File: src/rtl/queue_ptr_ctrl.sv
// Pointer/occupancy controller for a single-port RAM byte queue.
// One RAM access (write or read) per two cycles, alternating on contention.
module queue_ptr_ctrl #(
  parameter int ADDR_W = 10,
  parameter int DEPTH  = 1024
) (
  input  logic              clk,
  input  logic              rst,
  input  logic              push,
  input  logic              pop,
  output logic [ADDR_W-1:0] wr_ptr,
  output logic [ADDR_W-1:0] rd_ptr,
  output logic              addr_sel,
  output logic              ram_we,
  output logic              ram_re,
  output logic              push_ack,
  output logic              pop_ack,
  output logic              rd_valid,
  output logic [ADDR_W:0]   count,
  output logic              full,
  output logic              empty,
  output logic              ovf,
  output logic              udf
);

  localparam logic [ADDR_W:0]   DEPTH_C = (ADDR_W+1)'(DEPTH);
  localparam logic [ADDR_W:0]   CNT_ONE = (ADDR_W+1)'(1);
  localparam logic [ADDR_W-1:0] PTR_ONE = ADDR_W'(1);

  typedef enum logic [1:0] {IDLE, WR, RD} state_t;

  state_t state;
  logic   last_wr;
  logic   push_ok;
  logic   pop_ok;
  logic   grant_wr;

  assign full  = (count == DEPTH_C);
  assign empty = (count == '0);

  // On a tie the op not performed last wins; last_wr=0 means last op was RD.
  always_comb begin
    push_ok  = push && !full;
    pop_ok   = pop && !empty;
    grant_wr = push_ok && (!pop_ok || !last_wr);
  end

  always_ff @(posedge clk or posedge rst) begin
    if (rst) begin
      state    <= IDLE;
      wr_ptr   <= '0;
      rd_ptr   <= '0;
      count    <= '0;
      last_wr  <= 1'b0;
      addr_sel <= 1'b0;
      ram_we   <= 1'b0;
      ram_re   <= 1'b0;
      push_ack <= 1'b0;
      pop_ack  <= 1'b0;
      rd_valid <= 1'b0;
      ovf      <= 1'b0;
      udf      <= 1'b0;
    end else begin
      addr_sel <= 1'b0;
      ram_we   <= 1'b0;
      ram_re   <= 1'b0;
      push_ack <= 1'b0;
      pop_ack  <= 1'b0;
      rd_valid <= 1'b0;
      ovf      <= 1'b0;
      udf      <= 1'b0;
      case (state)
        IDLE: begin
          ovf <= push && full;
          udf <= pop && empty;
          if (grant_wr) begin
            state    <= WR;
            addr_sel <= 1'b1;
            ram_we   <= 1'b1;
            push_ack <= 1'b1;
          end else if (pop_ok) begin
            state   <= RD;
            ram_re  <= 1'b1;
            pop_ack <= 1'b1;
          end
        end
        WR: begin
          wr_ptr  <= wr_ptr + PTR_ONE;
          count   <= count + CNT_ONE;
          last_wr <= 1'b1;
          state   <= IDLE;
        end
        RD: begin
          rd_ptr   <= rd_ptr + PTR_ONE;
          count    <= count - CNT_ONE;
          last_wr  <= 1'b0;
          rd_valid <= 1'b1;
          state    <= IDLE;
        end
        default: state <= IDLE;
      endcase
    end
  end

endmodule
File: config.mk
export PLATFORM = sky130hd
export DESIGN_NAME = queue_ptr_ctrl
export DESIGN_NICKNAME = d
export VERILOG_FILES = /design/src/rtl/queue_ptr_ctrl.sv
export SDC_FILE = /design/constraint.sdc
export NUM_CORES = 1
export LEC_CHECK = 0
export CAP_MARGIN = 20
export CORE_MARGIN = 8
export CORE_UTILIZATION = 55
export CTS_CLUSTER_DIAMETER = 50
export DETAILED_ROUTE_END_ITERATION = 7
export GPL_ROUTABILITY_DRIVEN = 0
export PLACE_DENSITY = 0.95
export SLEW_MARGIN = 0
export SYNTH_ARGS = -nofsm -noshare
export SYNTH_HDL_FRONTEND = slang
export SYNTH_SLANG_ARGS = --single-unit
File: constraint.sdc
create_clock -name clk -period 4.3 [get_ports clk]
set_input_delay 0.86 -clock clk [delete_from_list [all_inputs] [get_ports clk]]
set_output_delay 0.86 -clock clk [all_outputs]
set_load 0.1 [all_outputs]
==> impl_summary.md, run 1 <==
Clock tree
In this run, post-CTS hold repair placed 0 buffers. TritonCTS built the clock tree. Counting the buffers created by CTS gives 5.

The clock drives 39 sinks. Once the clock tree was built, the setup fixing pass inserted 0 buffers. In this run the deepest clock path goes through 2 buffers. The clock transition at the registers of the reported paths is 0.08 ns. The post-cts gate resize count is 0. Clock tree synthesis selected as its root buffer the cell sky130_fd_sc_hd__clkbuf_8.

In this run the number of H-tree levels came out at 2. The worst-skew pair later-pin latency is 0.30 ns.

STA
The total negative slack for setup checks is 0 ns. The normalized max-slew margin is 33.1%. The highest attainable clock frequency is 324 MHz. The max-slew violation count was 0.

Setup repair after global routing left no endpoint under its margin. The transition time at the pin with the least slew margin is 1.00 ns. The final number of hold-violating endpoints is 0. The part of the cycle the worst path needs is 71.8%. Counting I/O delays and the setup requirement, the final critical path takes 3.09 ns.

For the final database, setup skew stands at 0.00557 ns. The number of setup violations in the final report is 0.

GRT
Global routing used 18.1% of the available tracks. The first global-routing pass estimated 9020 um of wire. The aggregate global routing overflow is 0. Entering global routing, the biggest net connects 32 pins. The via count of the first global-routing pass is 1,779.

The initial antenna violation count is 0.

Floorplan
For this configuration, the core starts out at a cell density of 55.6%. The floorplan step defined a die boundary enclosing 6230 sq um. The die outline width is 78.9 um.

The core region is 3910 sq um. Row generation in the floorplan step produced 23 rows. Pin placement for this block handled 45 I/O pins. The die is 78.9 um tall.

Critical path
Data arrives at the worst endpoint at 2.23 ns. STA puts the critical path data required time at 3.44 ns. The end of the worst register-to-register path is count[10]. In this run the worst path has a maximum fanout of 11. STA classifies the critical path endpoint as an output port. The setup check on the worst reg-to-reg path leaves a slack of 1.35 ns.

The depth of the most critical reg-to-reg path is 10. The launch point of the worst reg-to-reg path is state[0]. The critical path is of the reg2out type. STA classifies the critical path startpoint as a register.

Drt
The remaining antenna violation count is 0. The post-detailed-route DRC marker count is 0. Before antenna repair, the detailed router went through 5 iterations. Dividing the detail-routed via count by the number of cells gives 5.94. In this run, the number of DRC markers left after iteration 0 of detailed routing was 188. The routed design has 5390 um of wire.

Dividing the detail-routed wire length by the instance count gives 17.3 um. Across all layers, the routed design uses 1,847 vias.

Synthesis
The synthesized design contains 0 enable-type register cells. In this run the cell area of the synthesized design comes to 2180 sq um. The flip-flop and latch count after synthesis is 39. The Yosys step of the flow raised 0 warnings.

The post-synth net total is 234. The count of different cell masters after synthesis is 44. The predominant post-synthesis flop cell is sky130_fd_sc_hd__dfrtp_1. The post-synthesis area per instance is 9.76 sq um. The share of async-settable or async-resettable flops after synthesis is 100%.

After synthesis, flip-flops and latches occupy 44.8% of the total area. After technology mapping, the gate count stands at 223.

Placed design
Port buffering added 44 buffers. The post-DP HPWL is 3770 um. Summing all placed instances gives a cell area of 2610 sq um.

Layout
The net total in the final layout is 271. The area overhead of the layout relative to synthesis is 25.1%. The share of cells above drive strength 1 is 7.66%.

0 antenna diodes ended up in the layout. After routing the design area is 2720 sq um.

Flow run
The tool flagged a number of max-cap violations equal to 0.

Hold path
The path with the worst hold slack has its endpoint at wr_ptr[9]. The min-delay analysis places its worst path in the category reg2reg. In this run the most critical hold path is launched from wr_ptr[9]. Along the worst hold path, the cell count comes to 1.

Outcome
The run finished with clean final reports.
==> layer usage <==
layer  GRT usage, %  vias to the layer above  routed length [um]
li1               -                      855                   -
met1           22.2                      898                2120
met2           29.7                       83                2770
met3           4.18                       11                 405
met4           7.78                        0                  96
met5              0                        -                   0
==> placed cells by master, fill, tap and decap left out, types with 4 or more instances in the layout <==
cell                              synthesis  final
sky130_fd_sc_hd__nand4_1                  8      8
sky130_fd_sc_hd__buf_4                    3      4
sky130_fd_sc_hd__dfrtp_1                 39     39
sky130_fd_sc_hd__nor3_1                   4      4
sky130_fd_sc_hd__nor2_1                  11     11
sky130_fd_sc_hd__ha_1                     7      7
sky130_fd_sc_hd__clkbuf_8                 0      5
sky130_fd_sc_hd__xnor2_1                 22     22
sky130_fd_sc_hd__o211ai_1                 4      4
sky130_fd_sc_hd__and3_1                   7      7
sky130_fd_sc_hd__nand3_1                 10     10
sky130_fd_sc_hd__nand2_1                 18     18
sky130_fd_sc_hd__xor2_1                   9      9
sky130_fd_sc_hd__o21ai_0                  8      8
sky130_fd_sc_hd__a21oi_1                  7      7
sky130_fd_sc_hd__clkdlybuf4s50_1          0     42
sky130_fd_sc_hd__inv_1                   10     10
==> cell families (layout without fill, tap and decap cells) <==
group           after synthesis  count (layout)  synth area share [%]
xor+xnor                     31              31                  12.5
flops                        39              39                  44.8
mux                           4               4                  2.01
fa+ha+maj                     7               7                  4.02
compound gates               41              41                  12.5
buf+inv                      26              64                  5.40
simple gates                 75              75                  18.8
==> Yosys cell counts (7+ instances only) <==
cell	number	area, sq um
sky130_fd_sc_hd__xor2_1	9	78.8
sky130_fd_sc_hd__dfrtp_1	39	976
sky130_fd_sc_hd__nor2_1	11	41.3
sky130_fd_sc_hd__and3_1	7	43.8
sky130_fd_sc_hd__o21ai_0	8	40.0
sky130_fd_sc_hd__nand4_1	8	50.1
sky130_fd_sc_hd__nand2_1	18	67.6
sky130_fd_sc_hd__xnor2_1	22	193
sky130_fd_sc_hd__clkbuf_1	10	37.5
sky130_fd_sc_hd__inv_1	10	37.5
sky130_fd_sc_hd__nand3_1	10	50.1
sky130_fd_sc_hd__a21oi_1	7	35.0
sky130_fd_sc_hd__ha_1	7	87.6
==> registers in the layout, summed over array words and instances (netlist names) <==
register and count:
ovf 1, last_wr 1, pop_ack 1, rd_ptr 10
push_ack 1, rd_valid 1, count 11, wr_ptr 10
udf 1, state 2
==> metrics by stage <==
step	utilization, %	hold slack, ns	instances	worst slack, ns
after floorplan	-	0.470	223	0.154
after global placement	66.7	0.460	303	1.55
after detailed placement	66.7	0.471	303	1.40
after CTS	69.6	0.482	311	1.22
after global routing	69.6	0.524	311	1.14
final	69.6	0.475	311	1.21
==> worst max-delay path, cell delays in order, from the launching register on <==
cell and delay [ns]:
sky130_fd_sc_hd__dfrtp_1 0.51, sky130_fd_sc_hd__or4_4 0.60, sky130_fd_sc_hd__or4_4 0.44, sky130_fd_sc_hd__inv_1 0.09, sky130_fd_sc_hd__buf_4 0.29
==> final cells by class <==
| type | count | area (sq um) |
|---|---|---|
| sequential | 39 | 976 |
| multi-input combinational | 158 | 1080 |
| clock buffer | 5 | 68.8 |
| clock inverter | 3 | 43.8 |
| fill | 306 | 1190 |
| timing repair buffer | 46 | 450 |
| inverter | 10 | 37.5 |
| tap | 50 | 62.6 |
==> how the worst max path moves through the flow <==
stage | start | end | slack [ns] | cells past startpoint
final | count[6] | full | 1.21 | 4
after global routing | count[3] | full | 1.14 | 4
after CTS | count[6] | full | 1.22 | 4
after detailed placement | state[0] | count[10] | 1.40 | 10
after global placement | state[0] | count[6] | 1.55 | 10
after floorplan | count[3] | empty | 0.15 | 3
Power of run 1 is left out: the tool's default activity adds up to more than one toggle a clock period on the data nets, which glitch-free logic cannot reach.
==> run 2: changes to the inputs <==
CORE_UTILIZATION = 51   (was 55)
PLACE_DENSITY = 0.91   (was 0.95)
clock period = 2.95 ns   (was 4.3 ns; I/O delays follow)
==> run 2 against run 1 <==
  * Routed wire length is 6.6% lower
  * Register-to-register slack lost 0.76 ns
  * Via count is 0.65% lower
  * First-iteration DRC count down 45%
  * Count of clock-buffer cells in the layout up 1
  * Die area grew 6.2%
  * Sequential cell count unchanged
  * Setup slack worse by 0.98 ns
==> impl_summary.md, run 2 (same netlist as run 1, synthesis figures left out) <==
Outcome
The run finished with clean final reports.

Clock tree
The number of hold-repair buffers added at the cts stage came to 0 (unchanged). The number of buffers inserted by post-CTS setup repair is 0 (unchanged). The clock transition at the registers of the reported paths came to 0.08 ns (about the same). The count of clock tree sinks is 39 (unchanged). The post-cts gate resize count is 0 (unchanged).

The worst-skew pair later-pin latency is 0.29 ns (about the same). The CTS tree is built. The clock root buffer is sky130_fd_sc_hd__clkbuf_8. The number of buffers inserted during clock tree synthesis is 5 (unchanged). The maximum clock path buffer count is 2 (unchanged). The maximum level of the CTS H-tree came to 2 (unchanged).

Layout
The share of cells above drive strength 1 came to 26.4% (+19 points). The post-layout utilization of the core is 67.1% (-2.4 points). Leaving out fill and tap cells, the most frequent cell in the layout is sky130_fd_sc_hd__buf_4. Leaving out fill and tap cells, the most frequent cells in the layout are 45 x sky130_fd_sc_hd__buf_4, 32 x sky130_fd_sc_hd__dfrtp_1, 22 x sky130_fd_sc_hd__xnor2_1. The net total in the final layout was 275 (+1.5%). The area overhead of the layout relative to synthesis is 25.1% (about the same). The count of inserted antenna diode cells is 0 (unchanged). In the final layout, the registers with the most flip-flops are count (11), rd_ptr (10), wr_ptr (10). The flip-flop count of the largest register, all copies and words added came to 11 (unchanged). The most flop-heavy register is count.

STA
The worst path uses 92.3% of the clock period. The final number of hold-violating endpoints is 0 (unchanged). The normalized max-slew margin came to 65.7% (+33 points).

The max-slew violation count is 0 (unchanged). The worst-case hold slack came to 0.483 ns (+0.00842 ns). The clock skew after layout was 0.00842 ns (+0.00285 ns).

Setup repair after global routing left no endpoint under its margin. The clock period could shrink to 2.72 ns. For this run, the top clock speed supported by timing is 367 MHz. The total negative slack for setup checks is 0 ns (unchanged). The number of setup violations in the final report is 0 (unchanged). The transition time at the pin with the least slew margin is 0.514 ns (-0.487 ns).

Drt
The number of DRC markers in iteration 0 came to 104 (-45%). The detail-routed net length per standard cell is 16.0 um (-7.8%). The total wire length came to 5030 um (-6.6%). The via density per instance is 5.83 (-1.9%). The count of vias placed by the detailed router is 1,835 (-0.65%).

The post-detailed-route DRC marker count is 0 (unchanged). The number of iterations in the first detailed-routing pass is 4 (-1). The remaining antenna violation count is 0 (unchanged).

Critical path
STA classifies the critical path startpoint as a register. The data required time at the worst endpoint is 2.36 ns (-1.08 ns). The biggest fanout along the worst timing path is 12 (+1). The worst setup path is of the reg2out kind. The category of the worst setup path capture point is an output port. The endpoint arrival time on the critical path is 2.13 ns (-0.10 ns).

The startpoint identified for the worst register-to-register timing path is state[0]. The critical path starts at count[3]. The depth of the most critical reg-to-reg path is 9 (-1). The end point of the critical path is full. The slack of the worst reg-to-reg path was 0.59 ns (-0.76 ns). The endpoint identified for the worst register-to-register timing path is count[8].

Floorplan
The number of core rows came to 23 (unchanged). The number of placed I/O pins is 45 (unchanged). The chip height is 81.3 um (+3.1%). The overall die area was 6620 sq um (+6.2%).

The starting density of the core came to 53.7% (-2.0 points). The area of the core region came to 4060 sq um (+3.7%). The die outline width came to 81.3 um (+3.1%).

GRT
The largest net degree at the start of global routing was 40 (+25%). The initial antenna violation count is 0 (unchanged). The total routing usage reported by global routing is 15.4% (-2.7 points). The aggregate global routing overflow came to 0 (unchanged). The via count of the first global-routing pass is 1,659 (-6.7%). The global-route wire length before repair is 8060 um (-11%).

Placed design
The post-DP HPWL is 3590 um (-4.8%). The count of input and output buffers is 44 (unchanged).

Hold path
The class of the tightest hold or removal check is reg2reg. In this run the most critical hold path is launched from wr_ptr[9].

Flow run
The number of max-cap violations was 0 (unchanged).
[run 2: changes by cell type in the layout (fill, tap and decap cells not counted), sizes merged]
cell	change
inv	-1
clkinvlp	+1
bufinv	+1
buf	+43
clkdlybuf4s50	-39
clkinv	-2
clkbuf	+1
[run 2: critical path: stages, from the launching register on]
cell,delay (ns)
sky130_fd_sc_hd__dfrtp_2,0.49
sky130_fd_sc_hd__or3_1,0.49
sky130_fd_sc_hd__or4_4,0.58
sky130_fd_sc_hd__clkinvlp_4,0.11
sky130_fd_sc_hd__buf_12,0.17
[run 2: how the worst min path moves through the flow]
stage | to | depth (start not counted)
floorplan | push_ack | 1
global placement | wr_ptr[9] | 1
detailed placement | wr_ptr[9] | 1
CTS | wr_ptr[9] | 1
global route | wr_ptr[9] | 1
finish | wr_ptr[9] | 1
[run 2: per-layer routing]
metal  share of wire [%]  GRT usage, %
met1                  41          19.1
met4                 1.1          4.82
met5                   0             0
met2                  48          24.7
met3                 9.7          5.19
[run 2: cell type report]
| type | instances | area, sq um |
|---|---|---|
| Inverter | 10 | 41.3 |
| Clock buffer | 6 | 72.6 |
| Multi-Input combinational cell | 158 | 1090 |
| Clock inverter | 2 | 60.1 |
| Fill cell | 307 | 1330 |
| Timing Repair Buffer | 50 | 408 |
| Sequential cell | 39 | 987 |
| Tap cell | 50 | 62.6 |
[run 2: through the flow]
step                std cells  instance area [sq um]  worst slack, ns
floorplan                 223                   2200          -0.0785
global placement          307                   2590            0.582
detailed placement        307                   2590            0.554
CTS                       315                   2720            0.223
global route              315                   2720            0.188
finish                    315                   2720            0.228
Power of run 2 is left out for the same reason.
